<file path="src/rtl/memory_access_pkg.sv">
// Shared definitions for the memory stage: opcode/funct3 decode constants,
// FSM state encoding and small helpers for access size, alignment and store
// lane placement.
package memory_access_pkg;

    localparam logic [4:0] OP5_LOAD  = 5'b00000;
    localparam logic [4:0] OP5_STORE = 5'b01000;

    localparam logic [2:0] F3_B  = 3'b000;
    localparam logic [2:0] F3_H  = 3'b001;
    localparam logic [2:0] F3_W  = 3'b010;
    localparam logic [2:0] F3_BU = 3'b100;
    localparam logic [2:0] F3_HU = 3'b101;

    typedef enum logic [1:0] {
        IDLE   = 2'd0,
        ACCESS = 2'd1,
        RESP   = 2'd2
    } state_t;

    // f3[1:0] alone gives the access size: 00 byte, 01 half, anything else
    // (including the unsupported encodings) is handled as a word.
    function automatic logic is_misaligned(input logic [2:0] f3, input logic [1:0] a);
        case (f3[1:0])
            2'b00:   is_misaligned = 1'b0;
            2'b01:   is_misaligned = a[0];
            default: is_misaligned = (a != 2'b00);
        endcase
    endfunction

    function automatic logic [3:0] store_strb(input logic [2:0] f3, input logic [1:0] a);
        case (f3[1:0])
            2'b00:   store_strb = 4'b0001 << a;
            2'b01:   store_strb = 4'b0011 << a;
            default: store_strb = 4'b1111;
        endcase
    endfunction

    function automatic logic [31:0] store_wdata(input logic [2:0] f3, input logic [31:0] rs2);
        case (f3[1:0])
            2'b00:   store_wdata = {4{rs2[7:0]}};
            2'b01:   store_wdata = {2{rs2[15:0]}};
            default: store_wdata = rs2;
        endcase
    endfunction

endpackage

</file>
<file path="src/rtl/memory_access_load_align.sv">
// Load lane alignment and extension (combinational).
// Ports:
//   rdata  in  32  raw word from data memory
//   lane   in  2   byte offset of the access within the word
//   f3     in  3   load funct3 (LB/LH/LW/LBU/LHU; others behave as LW)
//   data   out 32  aligned, sign/zero-extended load result
module mem_load_align
    import memory_access_pkg::*;
(
    input  logic [31:0] rdata,
    input  logic [1:0]  lane,
    input  logic [2:0]  f3,
    output logic [31:0] data
);

    logic [31:0] shifted;

    assign shifted = rdata >> {lane, 3'b000};

    always_comb begin
        data = rdata;
        case (f3)
            F3_B:    data = {{24{shifted[7]}}, shifted[7:0]};
            F3_H:    data = {{16{shifted[15]}}, shifted[15:0]};
            F3_BU:   data = {24'd0, shifted[7:0]};
            F3_HU:   data = {16'd0, shifted[15:0]};
            default: data = rdata;
        endcase
    end

endmodule

</file>
<file path="src/rtl/memory_access.sv">
// Memory pipeline stage feeding writeback. Loads/stores go through a
// req/ready data-memory port with a timeout; other instructions pass the
// execute result through with one cycle of latency.
// Ports:
//   clk, rst (async, active-high)
//   valid_in, instr, execute_out, rs2_data   upstream instruction (held while busy)
//   busy                                     stage occupied (core stall)
//   valid_out, instr_out, memory_out         one-cycle result pulse to writeback
//   misalign, bus_error                      qualifiers of valid_out
//   dmem_req/we/addr/wstrb/wdata             data-memory request
//   dmem_ready, dmem_rdata                   data-memory response
module memory_access
    import memory_access_pkg::*;
#(
    parameter int TIMEOUT_CYCLES = 16
) (
    input  logic        clk,
    input  logic        rst,
    input  logic        valid_in,
    input  logic [31:0] instr,
    input  logic [31:0] execute_out,
    input  logic [31:0] rs2_data,
    output logic        busy,
    output logic        valid_out,
    output logic [31:0] instr_out,
    output logic [31:0] memory_out,
    output logic        misalign,
    output logic        bus_error,
    output logic        dmem_req,
    output logic        dmem_we,
    output logic [31:0] dmem_addr,
    output logic [3:0]  dmem_wstrb,
    output logic [31:0] dmem_wdata,
    input  logic        dmem_ready,
    input  logic [31:0] dmem_rdata
);

    localparam int CNT_W = (TIMEOUT_CYCLES > 1) ? $clog2(TIMEOUT_CYCLES) : 1;

    state_t           state, state_next;
    logic [CNT_W-1:0] count;
    logic [2:0]       f3_q;
    logic [1:0]       lane_q;
    logic [31:0]      load_data;

    logic [4:0] op5;
    logic [2:0] f3;
    logic       is_load, is_store, is_mem, bad_align, timed_out;

    assign op5       = instr[6:2];
    assign f3        = instr[14:12];
    assign is_load   = (op5 == OP5_LOAD);
    assign is_store  = (op5 == OP5_STORE);
    assign is_mem    = is_load | is_store;
    assign bad_align = is_misaligned(f3, execute_out[1:0]);
    assign timed_out = (count == CNT_W'(TIMEOUT_CYCLES - 1));

    // Decoded straight from state so that an async reset clears them at once.
    assign busy      = (state != IDLE);
    assign valid_out = (state == RESP);
    assign dmem_req  = (state == ACCESS);

    mem_load_align u_load_align (
        .rdata (dmem_rdata),
        .lane  (lane_q),
        .f3    (f3_q),
        .data  (load_data)
    );

    always_ff @(posedge clk or posedge rst) begin
        if (rst) state <= IDLE;
        else     state <= state_next;
    end

    always_comb begin
        state_next = state;
        case (state)
            IDLE: begin
                if (valid_in) state_next = (is_mem && !bad_align) ? ACCESS : RESP;
            end
            // Ready is checked first, so a response on the timeout cycle wins.
            ACCESS: begin
                if (dmem_ready || timed_out) state_next = RESP;
            end
            RESP:    state_next = IDLE;
            default: state_next = IDLE;
        endcase
    end

    // ---- accept / access / response datapath ----
    always_ff @(posedge clk or posedge rst) begin
        if (rst) begin
            count      <= '0;
            f3_q       <= '0;
            lane_q     <= '0;
            instr_out  <= '0;
            memory_out <= '0;
            misalign   <= 1'b0;
            bus_error  <= 1'b0;
            dmem_we    <= 1'b0;
            dmem_addr  <= '0;
            dmem_wstrb <= '0;
            dmem_wdata <= '0;
        end else begin
            case (state)
                IDLE: begin
                    if (valid_in) begin
                        instr_out  <= instr;
                        memory_out <= execute_out;
                        misalign   <= is_mem && bad_align;
                        bus_error  <= 1'b0;
                        count      <= '0;
                        f3_q       <= f3;
                        lane_q     <= execute_out[1:0];
                        if (is_mem && !bad_align) begin
                            dmem_addr  <= {execute_out[31:2], 2'b00};
                            dmem_we    <= is_store;
                            dmem_wstrb <= is_store ? store_strb(f3, execute_out[1:0]) : 4'b0000;
                            dmem_wdata <= is_store ? store_wdata(f3, rs2_data) : 32'd0;
                        end
                    end
                end
                ACCESS: begin
                    if (dmem_ready) begin
                        if (!dmem_we) memory_out <= load_data;
                    end else if (timed_out) begin
                        bus_error  <= 1'b1;
                        memory_out <= '0;
                    end else begin
                        count <= count + CNT_W'(1);
                    end
                end
                default: ;
            endcase
        end
    end

endmodule

</file>
<file path="config.mk">
export PLATFORM = sky130hd
export DESIGN_NAME = memory_access
export DESIGN_NICKNAME = d
export VERILOG_FILES = /design/src/rtl/memory_access_pkg.sv /design/src/rtl/memory_access_load_align.sv /design/src/rtl/memory_access.sv
export SDC_FILE = /design/constraint.sdc
export NUM_CORES = 1
export LEC_CHECK = 0
export ABC_AREA = 1
export BUFFER_PORTS_ARGS = -buffer_cell sky130_fd_sc_hd__buf_2
export CAP_MARGIN = 20
export CORE_ASPECT_RATIO = 0.8
export CORE_MARGIN = 3
export CORE_UTILIZATION = 27
export CTS_CLUSTER_SIZE = 30
export DETAILED_ROUTE_END_ITERATION = 8
export PLACE_DENSITY_LB_ADDON = 0.08
export SETUP_SLACK_MARGIN = 0.3
export SLEW_MARGIN = 40
export SYNTH_ARGS = -nofsm -noshare
export SYNTH_HDL_FRONTEND = slang
export SYNTH_HIERARCHICAL = 1
export SYNTH_SLANG_ARGS = --single-unit
</file>
<file path="constraint.sdc">
create_clock -name clk -period 4.75 [get_ports clk]
set_clock_uncertainty 0.2 [all_clocks]
set_input_delay 0.2375 -clock clk [delete_from_list [all_inputs] [get_ports clk]]
set_output_delay 0.2375 -clock clk [all_outputs]
set_load 0.02 [all_outputs]
</file>
**After elaboration in Yosys (flattened, before gate mapping)**

Index checks and enable logic that the tools add are counted.
W data, S select, Z words.

- Logic and storage cells: 72
- Flip-flop bits (word level): 144
- Input port bits: 132
- Output and inout port bits: 138

- Mux-type cells: 23
- Reductions and logical operators: 17
- Add/subtract/negate cells: 1
- Equality and inequality tests: 15
- Bitwise gates (word level): 1
- Shifts and indexed selects: 3

Operators by type and width:

| operator | number |
|---|---|
| $mux W32 | 5 |
| $pmux W32 S2 | 2 |
| $pmux W32 S4 | 1 |
| $shr A32 B5 Y16 | 1 |
| $mux W4 | 4 |
| $pmux W4 S2 | 2 |
| $reduce_and A4 Y1 | 3 |
| $eq A3 B3 Y1 const B | 2 |
| $mux W2 | 3 |
| $ne A2 B2 Y1 const B | 3 |
| $reduce_bool A2 Y1 | 3 |
| $eq A5 B4 Y1 const B | 1 |
| $logic_not A5 Y1 | 1 |
| $add A4 B1 Y4 const B | 1 |
| $eq A2 B1 Y1 const B | 2 |
| $eq A4 B4 Y1 const B | 1 |
| $logic_not A2 Y1 | 2 |
| $ne A2 B1 Y1 const B | 2 |
| $pmux W1 S2 | 2 |
| $pmux W2 S2 | 1 |
| $reduce_and A2 Y1 | 2 |
| $shl A1 B2 Y4 const A | 1 |
| $shl A2 B2 Y4 const A | 1 |
| $eq A3 B1 Y1 const B | 1 |
| other kinds (10) | 13 |

**Longest topological paths before layout**

Gate-level depths: netlist (run 1).

- Depth after elaboration: 7
- Depth in mapped cells: 12
- Depth with buffers taken out: 10

**Hierarchy**

Netlist (run 1), hierarchy kept.

By module, submodules not included:

| module | area each (sq um) | instances | cells each | sequential area each (sq um) |
|---|---|---|---|---|
| memory_access | 5989.5 | 1 | 684 | 3528.4 |
| mem_load_align | 1017.2 | 1 | 210 | 0.0 |

**Worst setup path before layout (run 1)**

Ideal clock, no wire load.

- Kind: reg-to-reg
- Start point: register, netlist name instr_out[13]
- End point: register memory_out[17]
- Stages on the path, launching flop included: 10
- Clock period less this slack: 1.793 ns
- Path slack: 2.957 ns
- Library setup time: 0.083 ns
- Path buffers: 2
- Data arrival time: 1.510 ns
- Required time: 4.467 ns
- Cells stage by stage: dfrtp_1 > buf_6 > nor3_2 > nand3_4 > nand2_4 > inv_4 > buf_12 > nand2_2 > a22oi_1 > o21ai_0

RTL lines:

| item | RTL line | text |
|---|---|---|
| to (signal assigned) | memory_access.sv:109 | `memory_out <= execute_out;` |
| to (signal assigned) | memory_access.sv:125 | `if (!dmem_we) memory_out <= load_data;` |
| to (decl) | memory_access.sv:26 | `output logic [31:0] memory_out,` |

**Worst setup path after layout (run 1)**

- Start point: register state[0]
- End point: register dmem_wdata[25]

- Longest elaborated chain between the ends: 2

Ends and longest elaborated chain:

| item | RTL line | text |
|---|---|---|
| from (decl) | memory_access.sv:40 | `state_t state, state_next;` |
| from (signal assigned) | memory_access.sv:72 | `else state <= state_next;` |
| $logic_not A2 Y1 | memory_access.sv:105 | `case (state)` |
| $reduce_and A3 Y1 (no line) | n/a |  |
| to (signal assigned) | memory_access.sv:119 | `dmem_wdata <= is_store ? store_wdata(f3, rs2_data) : 32'd0;` |
| to (decl) | memory_access.sv:33 | `output logic [31:0] dmem_wdata,` |

Every way passes these cells.
A chain may end at the register's enable or synchronous reset.

==> impl_table.tex, run 1 <==
\begin{tabular}{lr}
\hline
Metric & Value \\
\hline
\multicolumn{2}{l}{\textbf{Global routing}} \\
\quad Maximum number of pins on one net before global-route repair & 65 \\
\quad Overall track demand over capacity in global routing & 0.179 \\
\quad Number of global-route vias before repair & 6874 \\
\quad GRT overflow & 0 \\
\quad Number of antenna violations at the first check in global routing & 0 \\
\quad Global-route wire length before repair & 38600 um \\
\multicolumn{2}{l}{\textbf{Route}} \\
\quad Highest routing layer actually used & met4 \\
\quad Wire length on met1 & 12500 um \\
\quad Routed WL & 25300 um \\
\quad Vias per inst & 4.40 \\
\quad DRT iter0 DRCs & 343 \\
\quad Remaining number of nets flagged by the antenna check after routing & 0 \\
\quad Final routed DRC violation total & 0 \\
\quad Iteration count of the initial detailed-routing pass & 5 \\
\quad Detailed-route wire length per cell & 15.9 um \\
\quad Wire length on met2 & 11100 um \\
\quad Number of vias in the routed layout & 6982 \\
\quad Total met3 wirelength after detailed routing & 1510 um \\
\multicolumn{2}{l}{\textbf{Yosys}} \\
\quad Proportion of synthesized flip-flops having asynchronous set or reset & 1.00 \\
\quad Fraction of the mapped netlist area in adder cells & 0.00179 \\
\quad EDFF count, synth & 0 \\
\quad Primary flip-flop cell chosen by synthesis mapping & sky130\_fd\_sc\_hd\_\_dfrtp\_1 \\
\quad Netlist Area Pre-Place & 7010 sq um \\
\quad Multiplexer area fraction after synthesis & 0 \\
\quad Seq cells post-synth & 141 \\
\quad Fraction of the mapped netlist area in compound gates & 0.126 \\
\quad Post-synthesis cell count & 894 \\
\quad Number of distinct library cells after synthesis & 33 \\
\quad Dominant combinational cell family by area after synthesis & simple AND/OR/NAND/NOR gates \\
\quad Basic-gate share of the synthesized area counting and, or, nand and nor cells & 0.291 \\
\quad YS warnings & 6 \\
\quad Sequential area share after synthesis & 0.504 \\
\quad XOR/XNOR Fraction of Synth Area & 0.00250 \\
\quad Post-Synthesis Mean Instance Area & 7.84 sq um \\
\multicolumn{2}{l}{\textbf{Worst setup path}} \\
\quad Classification of the worst setup path & flop to flop \\
\quad Critical Path Stages & 10 \\
\quad Slowest library cell on the worst path & sky130\_fd\_sc\_hd\_\_clkinv\_2 \\
\quad Max stage delay on crit path & 0.55 ns \\
\quad Worst path top cell family by delay & buffers and inverters \\
\quad Critical path cell sequence & inv\_2 > nand2\_1 > nor2\_2 > buf\_4 > nand2\_2 > nor2\_4 > clkinv\_2 > buf\_4 > nand2\_1 > o21ai\_0 \\
\quad CP arrival & 2.88 ns \\
\quad Critical R2R Capture & dmem\_wdata[25] \\
\quad Worst path buffer plus inverter count & 4 \\
\quad Kind of end point of the critical path & flop \\
\quad Highest fanout seen on the critical path & 43 \\
\quad Worst Reg-to-Reg Cells & 10 \\
\quad Crit path launch type & flop \\
\quad Reg-to-reg slack, setup & 1.94 ns \\
\quad Worst r2r src & state[0] \\
\quad CP Data Required Time & 4.83 ns \\
\multicolumn{2}{l}{\textbf{Die}} \\
\quad Initial core utilization & 0.275 \\
\quad Die Wd & 186 um \\
\quad Standard-cell row count & 52 \\
\quad Die height & 150 um \\
\quad Floorplan die area & 27900 sq um \\
\quad Boundary Pins & 270 \\
\quad Area of the core & 25400 sq um \\
\multicolumn{2}{l}{\textbf{Worst hold path}} \\
\quad End point of the most critical hold path & dmem\_wdata[26] \\
\quad Worst hold start & rs2\_data[26] \\
\quad Cell depth of the worst min-delay path & 5 \\
\quad Min-delay worst type & input port to flop \\
\multicolumn{2}{l}{\textbf{Placed design}} \\
\quad Instance area after placement & 8520 sq um \\
\quad Global placement routability congestion & 0.782 \\
\quad Total half-perimeter wirelength after legalization and detailed placement & 17600 um \\
\quad Count of input and output buffers & 267 \\
\multicolumn{2}{l}{\textbf{Timing}} \\
\quad RSZ-0062 raised after global routing & false \\
\quad Max Slew Vio Count & 0 \\
\quad Final number of setup-violating endpoints & 0 \\
\quad Max transition margin & 0.487 \\
\quad Share of the clock period used by the worst path after layout & 0.591 \\
\quad Minimum period implied by the final worst setup slack & 2.81 ns \\
\quad Transition time at the pin with the least slew margin & 0.769 ns \\
\quad Max frequency & 356 MHz \\
\quad Total negative slack for setup checks & 0 ns \\
\quad Final hold slack & 0.0343 ns \\
\quad Count of final hold-check violations & 0 \\
\multicolumn{2}{l}{\textbf{Pwr}} \\
\quad Cell leakage power & 5.43 nW \\
\quad Power density of the placed cells & 398 nW/um\^{}2 \\
\quad Worst vdd ir & 0.000230 V \\
\multicolumn{2}{l}{\textbf{Layout}} \\
\quad Layout overhead on the synthesized area & 43.6\% \\
\quad Final antenna diode count & 0 \\
\quad Share of the core filled with cells in the final layout & 0.395 \\
\quad Count of nets after finishing & 1358 \\
\quad Final std cell area, no fill & 10100 sq um \\
\quad Fraction of layout instances using a drive strength above 1 & 0.284 \\
\multicolumn{2}{l}{\textbf{Clock network}} \\
\quad Register clock-pin slew on the reported worst setup and hold paths & 0.07 ns \\
\quad Longest Clk Path Bufs & 2 \\
\quad Number of buffers created by CTS & 17 \\
\quad Post-CTS resize count & 0 \\
\quad Cell at the root of the clock tree & sky130\_fd\_sc\_hd\_\_clkbuf\_16 \\
\quad Count of clock tree sinks & 141 \\
\quad Number of levels the H-tree was split into & 4 \\
\quad CTS tree & done \\
\quad Worst skew pair latency & 0.42 ns \\
\multicolumn{2}{l}{\textbf{Flow run}} \\
\quad Number of maximum-capacitance violations & 0 \\
\multicolumn{2}{l}{\textbf{Outcome}} \\
\quad Run status & completed \\
\hline
\end{tabular}
sequential cells by signal, summed over array words and instances (netlist names):
signal / cells
dmem_addr: 30
dmem_we: 1
misalign: 1
lane_q: 2
dmem_wstrb: 4
state: 2
count: 4
bus_error: 1
memory_out: 32
dmem_wdata: 32
instr_out: 32
synth_stat cells (all sizes together) (5+ instances only):
cell type,number,share of area
o21ai,93,0.066
o211ai,9,0.0096
buf,39,0.038
nand4,11,0.0098
or2,5,0.0045
a21oi,11,0.0079
nand2,406,0.22
dfrtp,141,0.50
a22oi,32,0.034
o22ai,8,0.0071
clkbuf,15,0.0084
nand3,24,0.023
nor2,45,0.028
inv,49,0.027
report_power, final:
part,switching (mW),total (mW),internal (mW)
combinational,0.677,1.05,0.372
sequential,0.120,1.50,1.38
clock,0.566,1.45,0.881
total,1.36,4.00,2.64
tightest hold or removal path: cells and delay by family:
family	cells	cell delay (ns)
AOI/OAI and AO/OA	1	0.07
buffers and inverters	1	0.08
and+or+nand+nor	3	0.23
per-layer routing:
layer | vias up | global-route usage
met3 | 14 | 0.0454
met1 | 3220 | 0.257
met5 | - | 0
li1 | 3528 | -
met2 | 220 | 0.272
met4 | 0 | 0.0406
cells in the final DEF (no fill, tap or decap), types with 4 or more instances in the layout:
cell type	instances
sky130_fd_sc_hd__nor2_1	39
sky130_fd_sc_hd__nand2_1	389
sky130_fd_sc_hd__dlygate4sd3_1	91
sky130_fd_sc_hd__inv_6	5
sky130_fd_sc_hd__nor2_4	4
sky130_fd_sc_hd__inv_1	36
sky130_fd_sc_hd__a22oi_1	32
sky130_fd_sc_hd__a21oi_1	11
sky130_fd_sc_hd__dfrtp_1	140
sky130_fd_sc_hd__buf_2	267
sky130_fd_sc_hd__nand2_2	15
sky130_fd_sc_hd__clkbuf_16	17
sky130_fd_sc_hd__o21ai_0	76
sky130_fd_sc_hd__buf_4	7
sky130_fd_sc_hd__bufinv_16	4
sky130_fd_sc_hd__nand4_1	11
sky130_fd_sc_hd__o21ai_1	17
sky130_fd_sc_hd__inv_2	8
sky130_fd_sc_hd__or2_2	5
sky130_fd_sc_hd__nand3_1	20
sky130_fd_sc_hd__o211ai_1	9
sky130_fd_sc_hd__o22ai_1	8
layout make-up:
cell class / instances / area [sq um]
timing repair buffer: 365 / 2300
tap: 351 / 439
clock buffer: 18 / 429
sequential: 141 / 3530
inverter: 49 / 198
clock inverter: 13 / 188
fill: 2695 / 15400
multi-input combinational: 651 / 2980
worst max path at each step:
stage	startpoint	endpoint	slack (ns)
2_1_floorplan	rst	bus_error	0.53
3_3_place_gp	instr[13]	dmem_wdata[24]	2.01
3_5_place_dp	instr[13]	dmem_wdata[25]	1.95
4_1_cts	instr[13]	dmem_wdata[25]	1.83
5_1_grt	state[1]	dmem_wdata[8]	1.72
6_report	state[0]	dmem_wdata[25]	1.94
metrics by stage:
stage	worst slack (ns)	power [mW]	cells
2_1_floorplan	0.531	2.16	895
3_3_place_gp	2.01	2.52	1466
3_5_place_dp	1.95	2.53	1466
4_1_cts	1.83	4.05	1588
5_1_grt	1.72	4.23	1588
6_report	1.94	4.00	1588
timing repair:
action | 4_1_cts | 5_1_grt
hold buffers | 91 | 0
hold endpoints to repair | 176 | 0
setup buffers | 0 | 0
logic make-up after synthesis:
logic type,count (synthesis)
and+or+nand+nor,492
DFF,141
other,1
buffers and inverters,103
adders and majority gates,1
xor gates and xnor gates,2
AOI/OAI and AO/OA,154
Power figures use the tool's default switching activity.
==> run 2, diff against run 1 <==
- clock period: 4.75 -> 2.45 ns (I/O delays scaled with it)
==> run 2 against run 1 <==
Via count is 2.2% higher. Sequential share of layout area is 1.8 points lower. Die area stayed put. Highest routed layer unchanged. Global-route usage is 0.79 points higher. Final cell count is 3.4% higher. Wire length is 1.2% higher. Largest cell class unchanged. Critical endpoint is now dmem_wdata[27]. Total power is 93% higher.
==> impl_table.tex, run 2 (same netlist as run 1, synthesis figures left out) <==
\begin{tabular}{lr}
\hline
Metric & Value \\
\hline
\multicolumn{2}{l}{\textbf{Layout}} \\
\quad Multi-input logic area & 2980 sq um \\
\quad FF+latch area & 3530 sq um \\
\quad Fraction of layout instances using a drive strength above 1 & 0.283 \\
\quad Count of nets after finishing & 1411 \\
\quad Share of the core filled with cells in the final layout & 0.416 \\
\quad Largest registers & dmem\_wdata: 32 flops, instr\_out: 32 flops, memory\_out: 32 flops \\
\quad Most common library cell in the layout ignoring fill and taps & sky130\_fd\_sc\_hd\_\_nand2\_1 \\
\quad Fill cells & 2664 \\
\quad Commonest cells after routing, fill and taps aside & sky130\_fd\_sc\_hd\_\_nand2\_1, sky130\_fd\_sc\_hd\_\_buf\_2, sky130\_fd\_sc\_hd\_\_dfrtp\_1, sky130\_fd\_sc\_hd\_\_dlygate4sd3\_1, sky130\_fd\_sc\_hd\_\_o21ai\_0 \\
\quad Final antenna diode count & 0 \\
\quad Layout overhead on the synthesized area & 51.1\% \\
\quad Number of standard cells in the final layout excluding fillers & 1642 \\
\multicolumn{2}{l}{\textbf{Route}} \\
\quad Final routed DRC violation total & 0 \\
\quad Vias per inst & 4.35 \\
\quad Number of vias in the routed layout & 7139 \\
\quad Routed WL & 25600 um \\
\quad Remaining number of nets flagged by the antenna check after routing & 0 \\
\quad Iteration count of the initial detailed-routing pass & 7 \\
\quad Detailed-route wire length per cell & 15.6 um \\
\quad DRT iter0 DRCs & 417 \\
\multicolumn{2}{l}{\textbf{Worst setup path}} \\
\quad CP arrival & 2.10 ns \\
\quad CP Data Required Time & 2.61 ns \\
\quad CP Launch Point & instr[2] \\
\quad Highest fanout seen on the critical path & 3 \\
\quad Max stage delay on crit path & 0.55 ns \\
\quad Worst r2r src & lane\_q[0] \\
\quad Most frequent cell on the critical path & sky130\_fd\_sc\_hd\_\_nand2\_1 \\
\quad Critical path cell sequence & dlygate4sd3\_1 > buf\_2 > inv\_1 > nand2\_1 > nor2\_1 > nand4\_1 > nor2\_1 > nand2\_1 > dlygate4sd3\_1 > nand2\_1 \\
\quad Kind of end point of the critical path & flop \\
\quad Classification of the worst setup path & input port to flop \\
\quad Crit path launch type & input port \\
\quad Slowest library cell on the worst path & sky130\_fd\_sc\_hd\_\_dlygate4sd3\_1 \\
\multicolumn{2}{l}{\textbf{Die}} \\
\quad Boundary Pins & 270 \\
\quad Initial core utilization & 0.275 \\
\quad Area of the core & 25400 sq um \\
\quad Floorplan die area & 27900 sq um \\
\quad Standard-cell row count & 52 \\
\quad Die height & 150 um \\
\quad Die Wd & 186 um \\
\multicolumn{2}{l}{\textbf{Timing}} \\
\quad Final hold slack & 0.0209 ns \\
\quad Minimum period implied by the final worst setup slack & 1.94 ns \\
\quad Max transition margin & 0.610 \\
\quad Count of final hold-check violations & 0 \\
\quad Share of the clock period used by the worst path after layout & 0.793 \\
\quad Max Slew Vio Count & 0 \\
\quad Final number of setup-violating endpoints & 0 \\
\quad Transition time at the pin with the least slew margin & 0.583 ns \\
\quad Total negative slack for setup checks & 0 ns \\
\quad RSZ-0062 raised after global routing & false \\
\quad Max frequency & 515 MHz \\
\multicolumn{2}{l}{\textbf{Global routing}} \\
\quad Number of global-route vias before repair & 7143 \\
\quad Number of antenna violations at the first check in global routing & 0 \\
\quad Overall track demand over capacity in global routing & 0.187 \\
\quad Maximum number of pins on one net before global-route repair & 65 \\
\quad Global-route wire length before repair & 40500 um \\
\quad GRT overflow & 0 \\
\multicolumn{2}{l}{\textbf{Flow run}} \\
\quad Number of maximum-capacitance violations & 0 \\
\multicolumn{2}{l}{\textbf{Outcome}} \\
\quad Run status & completed \\
\multicolumn{2}{l}{\textbf{Pwr}} \\
\quad Worst vdd ir & 0.000438 V \\
\quad Cell leakage power & 5.66 nW \\
\quad Power density of the placed cells & 728 nW/um\^{}2 \\
\multicolumn{2}{l}{\textbf{Worst hold path}} \\
\quad Min-delay worst type & input port to flop \\
\quad Worst hold start & dmem\_rdata[29] \\
\multicolumn{2}{l}{\textbf{Clock network}} \\
\quad Number of buffers created by CTS & 17 \\
\quad CTS tree & done \\
\quad Count of clock tree sinks & 141 \\
\quad Number of levels the H-tree was split into & 4 \\
\quad Register clock-pin slew on the reported worst setup and hold paths & 0.07 ns \\
\quad Cell at the root of the clock tree & sky130\_fd\_sc\_hd\_\_clkbuf\_16 \\
\quad Longest Clk Path Bufs & 2 \\
\quad Worst skew pair latency & 0.43 ns \\
\multicolumn{2}{l}{\textbf{Placed design}} \\
\quad Count of input and output buffers & 267 \\
\quad Global placement routability congestion & 0.862 \\
\quad Total half-perimeter wirelength after legalization and detailed placement & 18200 um \\
\quad Cell count after placement & 1478 \\
\hline
\end{tabular}
-- run 2: report_power, final --
| part | internal (mW) | switching, mW |
|---|---|---|
| logic | 0.804 | 1.36 |
| clock network | 1.52 | 1.13 |
| registers | 2.68 | 0.214 |
-- run 2: what timing repair did --
action / 4_1_cts / 5_1_grt
endpoints found under the setup margin: 0 / 8
hold buffers: 131 / 0
hold endpoints to repair: 275 / 0
setup buffers: 0 / 1
gates resized for setup: 0 / 4
-- run 2: critical path, delay by kind of cell --
kind / cells / cell delay, ns
simple gates: 6 / 0.74
buf+inv: 4 / 1.24
-- run 2: per-stage QoR --
step,power (mW),area (sq um),setup WS [ns]
2_1_floorplan,4.18,7010,0.364
3_3_place_gp,4.94,8670,0.475
3_5_place_dp,4.95,8670,0.457
4_1_cts,7.82,10600,0.436
5_1_grt,8.20,10600,0.347
6_report,7.70,10600,0.508
-- run 2: worst paths after layout --
check	depth (start not counted)	to	slack [ns]
worst max-delay path	10	dmem_wdata[27]	0.51
max in group asynchronous	4	memory_out[5]	1.33
min in group asynchronous	3	dmem_addr[23]	0.08
worst min-delay path	5	memory_out[29]	0.02
worst min register to register	2	instr_out[18]	0.27
worst max register to register	10	memory_out[22]	0.53
-- run 2: area by class of cell --
cell class              instances  share of cell area
flip-flops and latches        141               0.333
multi-input cells             651               0.281
repair buffers                418               0.270
well taps                     351              0.0415
clock buffers                  18              0.0405
inverters                      49              0.0187
clock inverters                14              0.0149
-- run 2: layer usage --
metal  track usage  wire length (um)  up-vias  share of wire
met5             0                 0        -              0
met4        0.0335               175        0         0.0068
met3        0.0491              1540       12          0.060
met2         0.285             11300      197           0.44
met1         0.271             12600     3291           0.49
li1              -                 -     3639              -
